## config.mk

```make
export PLATFORM = sky130hd
export DESIGN_NAME = icache
export DESIGN_NICKNAME = d
export VERILOG_FILES = /design/src/rtl/cache_types_pkg.sv /design/src/rtl/icache_array.sv /design/src/rtl/icache.sv
export SDC_FILE = /design/constraint.sdc
export NUM_CORES = 2
export LEC_CHECK = 0
export ABC_AREA = 1
export CAP_MARGIN = 15
export CORE_ASPECT_RATIO = 1.1
export CORE_MARGIN = 2
export CORE_UTILIZATION = 40
export CTS_CLUSTER_DIAMETER = 120
export DETAILED_ROUTE_END_ITERATION = 8
export DONT_BUFFER_PORTS = 1
export GPL_TIMING_DRIVEN = 0
export HOLD_SLACK_MARGIN = 0.02
export SLEW_MARGIN = 20
export SYNTH_ARGS = -nofsm -noshare
export SYNTH_HDL_FRONTEND = slang
export SYNTH_HIERARCHICAL = 1
export SYNTH_SLANG_ARGS = --single-unit
```

## constraint.sdc

```tcl
create_clock -name CLK -period 49.3 [get_ports CLK]
set_input_delay 7.395 -clock CLK [delete_from_list [all_inputs] [get_ports CLK]]
set_output_delay 7.395 -clock CLK [all_outputs]
set_load 0.03 [all_outputs]
```

## src/rtl/cache_types_pkg.sv

```systemverilog
// Shared cache types: word type, icache FSM states, frame record and a
// saturating counter helper.
package cache_types_pkg;

  typedef logic [31:0] word_t;

  typedef enum logic {
    IDLE,
    FETCH
  } icache_state_t;

  // Tag is kept as a full right-shifted address word so the frame layout
  // does not depend on the number of sets.
  typedef struct packed {
    logic  valid;
    word_t tag;
    word_t data;
  } icache_frame_t;

  function automatic word_t sat_inc(input word_t v);
    return (v == '1) ? v : v + 32'd1;
  endfunction

endpackage

```

## src/rtl/icache_array.sv

```systemverilog
// Direct-mapped frame storage: one synchronous write port, one combinational
// read port, asynchronous clear of every frame.
module icache_array
  import cache_types_pkg::*;
#(
  parameter int unsigned SETS = 16,
  parameter int unsigned IDXW = $clog2(SETS)
) (
  input  logic            i_clk,
  input  logic            i_rst,
  input  logic            i_we,
  input  logic [IDXW-1:0] i_widx,
  input  icache_frame_t   i_wframe,
  input  logic [IDXW-1:0] i_ridx,
  output icache_frame_t   o_rframe
);

  icache_frame_t r_frames [SETS];

  // Clear all frames on reset, otherwise write the addressed frame on a fill.
  always_ff @(posedge i_clk or posedge i_rst) begin
    if (i_rst) begin
      for (int unsigned i = 0; i < SETS; i++) begin
        r_frames[i] <= '0;
      end
    end else if (i_we) begin
      r_frames[i_widx] <= i_wframe;
    end
  end

  assign o_rframe = r_frames[i_ridx];

endmodule

```

## src/rtl/icache.sv

```systemverilog
// Direct-mapped, one-word-per-frame instruction cache. Zero-latency hits in
// IDLE; a miss latches the word address and stays in FETCH until memory
// returns the word, regardless of what the datapath does meanwhile.
module icache
  import cache_types_pkg::*;
#(
  parameter int unsigned SETS    = 16,
  parameter logic [31:0] PC_INIT = '0
) (
  input  logic        CLK,
  input  logic        RST,
  input  logic        imemREN,
  input  logic [31:0] imemaddr,
  output logic        ihit,
  output logic [31:0] imemload,
  output logic        iREN,
  output logic [31:0] iaddr,
  input  logic        iwait,
  input  logic [31:0] iload,
  output logic [31:0] hit_count,
  output logic [31:0] miss_count
);

  localparam int unsigned IDXW = $clog2(SETS);

  generate
    if (SETS < 4 || SETS > 64 || (SETS & (SETS - 1)) != 0 || PC_INIT[1:0] != 2'b00) begin : g_bad_param
      $error("icache: SETS must be a power of 2 in 4..64 and PC_INIT word aligned");
    end
  endgenerate

  icache_state_t r_state;
  word_t         r_miss_addr;
  word_t         r_hit_count;
  word_t         r_miss_count;

  logic [IDXW-1:0] w_idx;
  word_t           w_tag;
  word_t           w_word_addr;
  icache_frame_t   w_rframe;
  logic            w_hit;
  logic            w_fill;
  logic [IDXW-1:0] w_fill_idx;
  icache_frame_t   w_fill_frame;

  // Split the request address and form the fill record from the latched miss.
  always_comb begin
    w_idx        = imemaddr[IDXW+1:2];
    w_tag        = word_t'(imemaddr >> (IDXW + 2));
    w_word_addr  = imemaddr & 32'hFFFF_FFFC;
    w_hit        = (r_state == IDLE) && imemREN && w_rframe.valid && (w_rframe.tag == w_tag);
    w_fill       = (r_state == FETCH) && !iwait;
    w_fill_idx   = r_miss_addr[IDXW+1:2];
    w_fill_frame = '{valid: 1'b1, tag: word_t'(r_miss_addr >> (IDXW + 2)), data: iload};
  end

  icache_array #(
    .SETS(SETS),
    .IDXW(IDXW)
  ) u_array (
    .i_clk   (CLK),
    .i_rst   (RST),
    .i_we    (w_fill),
    .i_widx  (w_fill_idx),
    .i_wframe(w_fill_frame),
    .i_ridx  (w_idx),
    .o_rframe(w_rframe)
  );

  // Miss FSM with saturating hit/miss counters.
  always_ff @(posedge CLK or posedge RST) begin
    if (RST) begin
      r_state      <= IDLE;
      r_miss_addr  <= '0;
      r_hit_count  <= '0;
      r_miss_count <= '0;
    end else begin
      case (r_state)
        IDLE: begin
          if (w_hit) begin
            r_hit_count <= sat_inc(r_hit_count);
          end else if (imemREN) begin
            r_miss_addr  <= w_word_addr;
            r_miss_count <= sat_inc(r_miss_count);
            r_state      <= FETCH;
          end
        end
        FETCH: begin
          if (!iwait) begin
            r_state <= IDLE;
          end
        end
        default: r_state <= IDLE;
      endcase
    end
  end

  assign ihit       = w_hit;
  assign imemload   = w_hit ? w_rframe.data : '0;
  assign iREN       = (r_state == FETCH);
  assign iaddr      = (r_state == FETCH) ? r_miss_addr : '0;
  assign hit_count  = r_hit_count;
  assign miss_count = r_miss_count;

endmodule
```

[Word-level counts from Yosys, hierarchy flattened]
Cells that the tools add are included.
Word-level totals
  register bits after elaboration: 1135
Cells by class
  mux-type cells: 12
  magnitude comparators: 3
  bitwise gates (word level): 6
  eq/ne operators: 3
  add/subtract/negate cells: 2
  reductions and logical operators: 9
Operators with widths (number)
  bitwise mux 1040 bit: 1
  binary-select mux 65 bit (select 4 bit): 1
  demux 65 bit (select 4 bit): 1
  two-way mux 65 bit: 3
  adder 32 x 1 -> 32 bit, second input constant: 2
  equality test 32 bit, second input constant: 2
  two-way mux 32 bit: 2
  equality test 32 x 26 -> 1 bit: 1
  greater-or-equal comparator 5 bit, second input constant: 2
  NOT 4 -> 5 bit: 2
  AND reduction 3 bit: 2
  logical AND 1 bit: 5
  less-than comparator 5 x 1 -> 1 bit, second input constant: 1
  NOT 1 bit: 4
  AND reduction 4 bit: 1
  two-way mux 1 bit: 3
  one-hot mux 1 bit (2 select lines): 1
  logical NOT 1 bit: 1

[Depth between registers and ports, before layout]
  depth in word-level cells: 8
  mapped depth: 24

[Hierarchy]
Netlist, hierarchy kept.
By module, submodules not included
  icache_array: cells each 6667, times used 1, seq. area each 26025.0 µm², area an instance 49760.2 µm²
  icache: cells each 1234, times used 1, seq. area each 2377.3 µm², area an instance 7310.8 µm²

[Worst setup path before layout]
OpenSTA, ideal clock, no wires.
  kind: input -> output
  start point: input port imemaddr[2]
  end point: output port imemload[0]
  data required time: 41905 ps
  cell stages on the path: 20
  arrival: 9680 ps
  setup slack: 32225 ps
  cells stage by stage: buf_2 > inv_2 > buf_2 > clkbuf_1 > nand2_1 > nand3_1 > nand3_1 > nand3_1 > nand2_1 > inv_1 > nand2_1 > nand2_1 > nand2_1 > nor2_1 > nand2_1 > nor2_1 > nand2_1 > buf_2 > buf_2 > nor2_1
RTL lines
  from (decl): line icache.sv:13  | input logic [31:0] imemaddr,
  to (decl): line icache.sv:15  | output logic [31:0] imemload,

==> results.sh <==
export IMPL_post_cts_buffers=0
export IMPL_port_buffer_count=0
export IMPL_ys_ff_latch=1135
export IMPL_cts_resized=0
export IMPL_endpoint_kind="primary output"
export IMPL_clk_latency_ns=0.78
export IMPL_final_area_um2=64100
export IMPL_crit_reg2reg_launch="iREN$_DFF_PP0_"
export IMPL_synth_xor_area_share_pct=0.322
export IMPL_hold_viol_final=0
export IMPL_gp_congestion=0.969
export IMPL_tns_ns=0
export IMPL_finClkSkew_ns=0.0500
export IMPL_critPathLaunchType="primary input"
export IMPL_outcome="completed"
export IMPL_min_period_ns=19.72
export IMPL_cp_arrival_ns=12.33
export IMPL_dpl_hpwl_mm=170
export IMPL_crit_path_max_incr_delay_ns=0.83
export IMPL_std_cell_rows=145
export IMPL_whs_ns=0.483
export IMPL_cts_sinks=1135
export IMPL_drt_iter0_markers=7243
export IMPL_drive_gt1_share_pct=5.21
export IMPL_rsz0062_at_grt="false"
export IMPL_final_max_slew_violation_count=0
export IMPL_routed_wl_mm=240
export IMPL_detail_route_antenna_nets=0
export IMPL_start_util_pct=40.2
export IMPL_reg2regPathDepth=9
export IMPL_worst_endpoint_required_ns=41.91
export IMPL_drt_wirelength_per_cell_um=23.8
export IMPL_grt_pass1_vias=51100
export IMPL_crit_path_cell_trace="clkbuf_1, clkbuf_1, clkbuf_1, nand3_1, nand3_1, nand2_1, inv_1, nand2_1, nand2_1, nand3_1, nor2_1, nand2_1, nor2_1, nand2_1, buf_2, buf_2, nor2_1"
export IMPL_dieWidth_um=364
export IMPL_grt_pass1_wl_mm=347
export IMPL_hold_path_class="register to register"
export IMPL_die_y_um=400
export IMPL_p_per_area_nw_per_um2=51.1
export IMPL_antenna_found_initial=11
export IMPL_hold_depth=2
export IMPL_nFillCells=14500
export IMPL_routed_via_count=54800
export IMPL_synthAdderAreaFrac_pct=0.0438
export IMPL_fmax_ghz=0.0507
export IMPL_placed_area_um2=60000
export IMPL_synth_compound_area_share_pct=9.35
export IMPL_finalCritPeriodShare_pct=40.0
export IMPL_synth_area_um2=57100
export IMPL_grt_overflow=0
export IMPL_grt_util_all_layers_pct=32.6
export IMPL_nets=8142
export IMPL_finalSetupViolCount=0
export IMPL_leakagePower_nw=31.9
export IMPL_cts_hold_buffers=0
export IMPL_worst_slew_pin_slew_ns=1.29
export IMPL_syn_avg_cell_area_um2=7.22
export IMPL_min_to="u_array/r_frames[889]$_DFFE_PP0P_"
export IMPL_cts_buffers=120
export IMPL_crit_path_top_delay_cell="clkbuf_1"
export IMPL_synth_seq_area_share_pct=49.8
export IMPL_die_area_um2=146000
export IMPL_vias_per_cell=5.43
export IMPL_crit_path_frequent_cell="nand2_1"
export IMPL_io_pin_count=198
export IMPL_reg2reg_slack_ns=45.69
export IMPL_cp_num_buf_inv=6
export IMPL_path_clk_slew_ns=0.06
export IMPL_drcViolationCount=0
export IMPL_htree_levels=3
export IMPL_grt_max_degree=105
export IMPL_dr_pass1_iters=6
export IMPL_max_cap_viol_count=0
export IMPL_clockBufferDepth=3
export IMPL_core_um2=142000
export IMPL_synthSimpleGateAreaFrac_pct=29.2
export IMPL_syn_inst=7901
export IMPL_ys_types=30
export IMPL_relSlewSlack_pct=13.7
export IMPL_synth_top_family_by_area="simple AND/OR/NAND/NOR gates"
export IMPL_cts_root_buf="clkbuf_16"
export IMPL_cts_tree="done"
export IMPL_crit_fanout=10
export IMPL_regToRegEndpoint="u_array/r_frames[492]$_DFFE_PP0P_"
export IMPL_regArea_um2=28400
export IMPL_fin_util_pct=45.2
export IMPL_multiInputGateArea_um2=22300
export IMPL_ys_warn_count=6
export IMPL_worstSetupPathType="primary input to primary output"
export IMPL_min_delay_start="u_array/r_frames[889]$_DFFE_PP0P_"
export IMPL_area_growth_pct=12.3
export IMPL_cp_top_family="buffers and inverters"
export IMPL_ir_drop_mv=0.0370
export IMPL_synth_mux_area_share_pct=0
## layout make-up
cell class	instances	area share, %
tap	1911	3.73
clock inverter	50	0.906
multi-input combinational	5177	34.9
clock buffer	174	5.46
antenna	3	0.0117
inverter	1082	6.36
sequential	1135	44.3
timing repair buffer	14	0.582
buffer	542	3.77
## metrics by stage
| stage | std cells | setup WS (ns) | total power [mW] |
|---|---|---|---|
| after floorplan | 7936 | 12.63 | 2.05 |
| after global placement | 9847 | 0.0410 | 2.29 |
| after detailed placement | 9861 | 29.80 | 2.31 |
| after CTS | 10100 | 29.79 | 3.26 |
| after global routing | 10100 | 29.63 | 3.48 |
| final | 10100 | 29.58 | 3.28 |
## placed cells by master (no fill, tap or decap), types with 4 or more instances in the layout
cell type      n
clkbuf_8      27
bufinv_16     10
nor2_4         4
buf_16        13
clkinvlp_4     4
nand3b_1      17
inv_1       1076
nand3_1      853
clkbuf_1     336
buf_4         13
nand2_1     2885
o21ai_0     1063
clkinv_2      29
inv_2          4
dfrtp_1     1135
buf_6         18
clkbuf_16    121
buf_2        150
xnor2_1        5
xor2_1        16
nor2_1       197
clkbuf_2       7
buf_1         44
nor3_1        11
nand4_1       65
conb_1        37
## report_power, final
part	leakage (nW)	switching, mW	internal (mW)
combinational	15.5	0.539	0.283
clock	2.02	0.406	0.543
sequential	14.4	0.205	1.30
## cell families after synthesis
group,count (synthesis)
AND/OR/NAND/NOR,4051
other,2
adder cells (fa/ha/maj),2
flip-flops,1135
buffers and inverters,1624
XOR/XNOR,21
AO/OA/AOI/OAI,1066
## worst max path at each step
stage          cells after the start         from                               end
6_report                          17  imemaddr[4]                      imemload[31]
5_1_grt                           17  imemaddr[4]                       imemload[0]
4_1_cts                           17  imemaddr[4]                       imemload[0]
3_5_place_dp                      17  imemaddr[4]                       imemload[0]
3_3_place_gp                       1          RST  u_array/r_frames[80]$_DFFE_PP0P_
2_1_floorplan                      1          RST   u_array/r_frames[0]$_DFFE_PP0P_
## sequential cells by signal (all words and copies together) (netlist names)
signal            flops
r_miss_addr          30
u_array/r_frames   1040
miss_count           32
iREN                  1
hit_count            32
## per-layer routing
metal	GRT usage (%)	wire length (um)	share of wire [%]	up-vias
met5	0	67	0.028	-
li1	-	-	-	24700
met1	43.3	95700	40	26600
met4	17.7	14200	5.9	10
met3	8.19	26100	11	590
met2	48.8	104000	43	2884
## synth_stat cells
cell	number	area [um^2]
nand4_2	2	25.0
nor3_2	2	20.0
dfrtp_1	1135	28400
nor2_4	4	45.0
nor3_4	1	16.3
nor2_1	197	739
buf_6	18	203
inv_1	1078	4050
buf_1	48	180
buf_4	13	97.6
nand2_2	3	18.8
nand3b_1	17	128
xnor2_1	5	43.8
xor2_1	16	140
nor2_2	3	18.8
inv_2	4	15.0
buf_2	146	731
nand3_1	853	4270
nand2_1	2885	10800
ha_1	2	25.0
nand4_1	65	407
conb_1	2	7.51
o21ai_0	1063	5320
nand3_4	2	35.0
nor3_1	11	55.1
o21ai_1	3	15.0
and2_1	2	12.5
nand3_2	3	30.0
and3_1	1	6.26
clkbuf_1	317	1190
## tightest hold or removal path, delay by kind of cell (launching register included)
family | cells | cell delay, ns
AO/OA/AOI/OAI | 1 | 0.06
AND/OR/NAND/NOR | 1 | 0.05
flip-flops | 1 | 0.34
Power figures use the tool's default switching activity.
